==> config.mk <==
export PLATFORM = sky130hd
export DESIGN_NAME = cond_check
export DESIGN_NICKNAME = d
export VERILOG_FILES = /design/src/rtl/cond_check.sv
export SDC_FILE = /design/constraint.sdc
export NUM_CORES = 1
export LEC_CHECK = 0
export CAP_MARGIN = 25
export CORE_AREA = 4 4 42 44
export CTS_CLUSTER_DIAMETER = 120
export DETAILED_ROUTE_END_ITERATION = 10
export DIE_AREA = 0 0 46 48
export HOLD_SLACK_MARGIN = 0.05
export PLACE_DENSITY = 0.73
export SKIP_LAST_GASP = 1
export SLEW_MARGIN = 15
export SYNTH_ARGS = -nofsm -noshare
export SYNTH_HDL_FRONTEND = slang
export SYNTH_SLANG_ARGS = --single-unit
==> constraint.sdc <==
create_clock -name clk -period 2.1 [get_ports clk]
set_input_delay 0.42 -clock clk [delete_from_list [all_inputs] [get_ports clk]]
set_output_delay 0.42 -clock clk [all_outputs]
set_load 0.02 [all_outputs]
==> src/rtl/cond_check.sv <==
// ARM-style condition check for the execute stage.
// Evaluates Cond against NZCV, gates writes, holds the NZCV register.
module cond_check (
  input  logic       clk,
  input  logic       reset,
  input  logic [3:0] Cond,
  input  logic [3:0] Flags,
  input  logic [3:0] ALUFlags,
  input  logic [1:0] FlagWrite,
  input  logic       PCS,
  input  logic       RegW,
  input  logic       MemW,
  output logic       CondEx,
  output logic [3:0] FlagsOut,
  output logic       PCSrc,
  output logic       RegWrite,
  output logic       MemWrite
);

  logic       w_n;
  logic       w_z;
  logic       w_c;
  logic       w_v;
  logic       w_ge;
  logic       w_cond;
  logic       w_wr_nz;
  logic       w_wr_cv;
  logic [3:0] r_flags;

  assign w_n  = Flags[3];
  assign w_z  = Flags[2];
  assign w_c  = Flags[1];
  assign w_v  = Flags[0];
  assign w_ge = (w_n == w_v);

  always_comb begin
    w_cond = 1'b0;
    unique case (Cond)
      4'b0000: w_cond = w_z;
      4'b0001: w_cond = ~w_z;
      4'b0010: w_cond = w_c;
      4'b0011: w_cond = ~w_c;
      4'b0100: w_cond = w_n;
      4'b0101: w_cond = ~w_n;
      4'b0110: w_cond = w_v;
      4'b0111: w_cond = ~w_v;
      4'b1000: w_cond = w_c & ~w_z;
      4'b1001: w_cond = ~w_c | w_z;
      4'b1010: w_cond = w_ge;
      4'b1011: w_cond = ~w_ge;
      4'b1100: w_cond = ~w_z & w_ge;
      4'b1101: w_cond = w_z | ~w_ge;
      4'b1110: w_cond = 1'b1;
      4'b1111: w_cond = 1'b0;
      default: w_cond = 1'b0;
    endcase
  end

  assign CondEx   = w_cond;
  assign PCSrc    = PCS  & w_cond;
  assign RegWrite = RegW & w_cond;
  assign MemWrite = MemW & w_cond;

  assign w_wr_nz = FlagWrite[1] & w_cond;
  assign w_wr_cv = FlagWrite[0] & w_cond;

  // NZ and CV halves update independently
  always_ff @(posedge clk or posedge reset) begin
    if (reset) begin
      r_flags <= 4'b0000;
    end else begin
      if (w_wr_nz) r_flags[3:2] <= ALUFlags[3:2];
      if (w_wr_cv) r_flags[1:0] <= ALUFlags[1:0];
    end
  end

  assign FlagsOut = r_flags;

endmodule

# --- Yosys cells after proc, flatten, opt, wreduce, memory -nomap -nowiden ---
# Index checks and enable logic that the tools add are counted.
op_classes:
  bitwise: 14
  n_eq_ne: 16
  mux: 1
  n_reduce_logical: 1
op_table:
  columns: ["cell", "n"]
  rows:
  - ["$eq A4 B4 Y1 const B", 8]
  - ["$eq A4 B3 Y1 const B", 4]
  - ["$pmux W1 S16", 1]
  - ["$eq A4 B2 Y1 const B", 2]
  - ["$and A1 B1 Y1", 7]
  - ["$not A1 Y1", 5]
  - ["$eq A4 B1 Y1 const B", 1]
  - ["$logic_not A4 Y1", 1]
  - ["$or A1 B1 Y1", 2]
  - ["$eq A1 B1 Y1", 1]
word_totals:
  word_cells: 34
  output_inout_bits: 8
  register_bits: 4
  in_bits: 19

# --- Depth between registers and ports, before layout ---
depth:
  word_depth: 5
  ltp_mapped: 6
  ltp_nobuf: 5

# --- Worst setup path before layout ---
# OpenSTA, ideal clock, no wires.
synth_path:
  path_kind: "in2out"
  start: "input port Cond[1]"
  end: "output port MemWrite"
  setup_slack_ns: 0.014
  path_stages: 4
  t_arrival_ns: 1.666
  cell_sequence: "buf_4 -> mux2i_1 -> mux2_4 -> nor3b_1"
synth_via:
  elab_chain_cells: 3
  word_cells_on_any_way: 18
  cone_classes: "eq/ne (15); mux (1); bitwise (1); reduce/logical (1)"
synth_lines:
  columns: ["element", "line", "source"]
  rows:
  - ["start: declaration", "6", "input logic [3:0] Cond,"]
  - ["$eq A4 B4 Y1 (tied with other cells)", "38", "unique case (Cond)"]
  - ["$pmux W1 S16 (*)", "38", null]
  - ["$and A1 B1 Y1 (*)", "62", "assign MemWrite = MemW & w_cond;"]
  - ["end: declaration", "17", "output logic MemWrite"]
# Every way passes the cells marked *; elsewhere a longest branch is shown, timed or not.

# --- Worst setup path after layout ---
layout_path:
  start: "input port Flags[2]"
  end: "output port RegWrite"
layout_via:
  elab_chain_cells: 4
  word_cells_on_any_way: 7
  cone_classes: "mux (1); bitwise (6)"
layout_lines:
  columns: ["element", "line", "source"]
  rows:
  - ["start: declaration", "7", "input logic [3:0] Flags,"]
  - ["$not A1 Y1", "40, 47, 51", null]
  - ["$and A1 B1 Y1, on equally long branches", "51, 47", null]
  - ["$pmux W1 S16 (*)", "38", null]
  - ["$and A1 B1 Y1 (*)", "61", "assign RegWrite = RegW & w_cond;"]
  - ["end: declaration", "16", "output logic RegWrite,"]
# Marks and branches as above.

==> impl_metrics.tcl <==
set metrics [dict create \
    yosysSeqAreaShare_pct 20.9 \
    clk_latency_ps 230 \
    via_per_inst 5.17 \
    syn_to_final_growth_pct 97.6 \
    setup_viol 0 \
    power_leakage_nw 0.416 \
    switching_share_pct 34.9 \
    wire_per_inst_um 14.1 \
    maxCapViolations 0 \
    netlist_instances 54 \
    rsz0062_at_grt "yes" \
    cts_made_buffers 3 \
    clkPwrFrac_pct 20.7 \
    hpwl_um 1060 \
    seq_power_share_pct 22.8 \
    synth_top_cell_by_area "dfrtp_1" \
    largest_reg_flops 4 \
    crit_path_max_incr_delay_ps 370 \
    cts.clk_slew.worst_paths_ps 40 \
    async_flop_share_pct 100 \
    powerDensity_mw_per_mm2 493 \
    globalRouteTotalUtil_pct 13.7 \
    cp_top_family "buffers and inverters" \
    grt_max_degree 9 \
    switchingPower_mw 0.162 \
    drv_slew 0 \
    path_class "in2out" \
    syn-num-nets 73 \
    timing.fmax_mhz 477 \
    drtIter0Drc 6 \
    finalWeightedCongestion 0.761 \
    fin_crit_sh_pct 99.8 \
    grt_pass1_wl_um 2170 \
    fin_tns_setup_ps 0 \
    core_mm2 0.00144 \
    pwr-share-comb_pct 56.4 \
    hold_viol 0 \
    cts_tree "yes" \
    slowest_stage "a2111oi_4" \
    dr.pass1.iters 4 \
    relSlewSlack_pct 80.4 \
    routed_wl_um 1560 \
    period_needed_ps 2100 \
    n_fill_cell 124 \
    holdWs_ps 369 \
    synthTopCellsByCount "5 x nor2_1, 5 x nor3b_1, 4 x dfrtp_1, 4 x mux2_1, 4 x mux2i_1" \
    cp_num_buf_inv 2 \
    clockBufferDepth 2 \
    hold_buffers 0 \
    fin_skew_ps 0 \
    cp-end-kind "output pin" \
    crit_chain "clkdlybuf4s15_2 > a2111oi_4 > nor3_2 > nand2_1 > a21oi_4 > nor3b_2 > buf_2" \
    cp-startpoint "Flags[2]" \
    status "complete, no violations" \
    drc_errors 0 \
    die_w_um 46 \
    total_power_mw 0.466 \
    port_buffers 26 \
    startpoint_type "input pin" \
    utilization_pct 65.8 \
    reg2reg_slack_ps 1300 \
    synth_top_area_share_pct 20.9 \
    netlist-cell-type-count 26 \
    worst_slew_pin_slew_ps 293 \
    r2r-start "FlagsOut[2]" \
    overflow 0 \
    worstPathMaxFanout 4 \
    avgSynthCellArea_um2 8.85 \
    die_area_mm2 0.00221 \
    ant_nets 0 \
    ios 27 \
    clockRootBuffer "clkbuf_4" \
    hold_class "in2async" \
    cts_max_level 1 \
    ys_ff_latch 4 \
    vias 574 \
    grt_pass1_vias 547 \
    crit_required_ps 1680 \
    synth_area_um2 478 \
    fp-row-count 14 \
    cp.arrival_ps 1680 \
    antenna_found_initial 0 \
    synth_ff_type "dfrtp_1" \
    drive_above_1_share_pct 49.5 \
    synth.area.top_cells "dfrtp_1 21%, mux2_1 9.4%, mux2i_1 8.4%" \
    synth_edf_count 0 \
    start_util_pct 33.3 \
    antenna_cells 0 \
    fin_nets 116 \
    die_height_um 48 \
    peakVddDrop_uv 338 \
    power.internal_mw 0.303 \
    ys_warn_count 0 \
    clock-sinks 4 \
]
==> power by group through the flow <==
stage,combinational [mW],sequential (mW),clock [mW]
floorplan,0.0855,0.132,0
CTS,0.240,0.107,0.0996
global placement,0.230,0.107,0
finish,0.263,0.106,0.0966
global route,0.282,0.109,0.102
detailed placement,0.235,0.108,0
==> final timing paths <==
path,depth (start not counted),endpoint
setup / recovery,7,RegWrite
hold reg to reg,1,FlagsOut[1]
max in group asynchronous,2,FlagsOut[3]
setup reg to reg,1,FlagsOut[2]
min in group clk,1,FlagsOut[1]
hold / removal,2,FlagsOut[0]
==> cells in the final DEF (no fill, tap or decap), types with 2 or more instances in the layout <==
cell type / instances
nor2_1: 4
clkdlybuf4s15_2: 2
buf_4: 16
a31oi_1: 2
o21ai_1: 2
nor3b_2: 3
clkbuf_4: 4
mux2_1: 4
o21ai_2: 2
dfrtp_1: 4
inv_1: 3
nor3b_1: 2
buf_6: 4
a211oi_1: 2
buf_2: 2
and3b_2: 2
clkdlybuf4s50_1: 14
mux2i_1: 3
nor2b_1: 2
nor4b_2: 2
==> timing repair <==
action	CTS	global route
resized for setup	60	20
endpoints found under the setup margin	8	4
buffers inserted	2	2
gates cloned	1	0
pin swaps	6	3
==> metal layers <==
metal	vias to the layer above	routed length (um)	global-route usage, %
met5	-	0	0
met4	0	36	6.82
met3	4	109	2.26
met2	16	836	25.5
met1	271	580	14.7
li1	283	-	-
==> through the flow <==
step           cells  instance area [um^2]  setup WS [ps]
6_report         111                   945           3.78
5_1_grt          111                   945          -60.6
3_3_place_gp     103                   810           -813
4_1_cts          109                   871           26.1
2_1_floorplan     54                   478           13.9
3_5_place_dp     103                   810           -879
==> final cells by class <==
class                           instances  area, um^2  share of cell area, %
Sequential cell                         4         100                   10.6
Multi-Input combinational cell         44         422                   44.6
Inverter                                3        11.3                   1.19
Clock buffer                            3        22.5                   2.38
Tap cell                               16        20.0                   2.12
Timing Repair Buffer                   41         369                   39.1
==> kinds of logic after synthesis <==
logic type / after synthesis / share of synthesized area [%]
compound gates: 11 / 14.1
xor+xnor: 1 / 4.71
simple gates: 23 / 31.9
buf+inv: 6 / 7.33
flops: 4 / 20.9
mux: 9 / 20.9
Power figures use the tool's default switching activity.
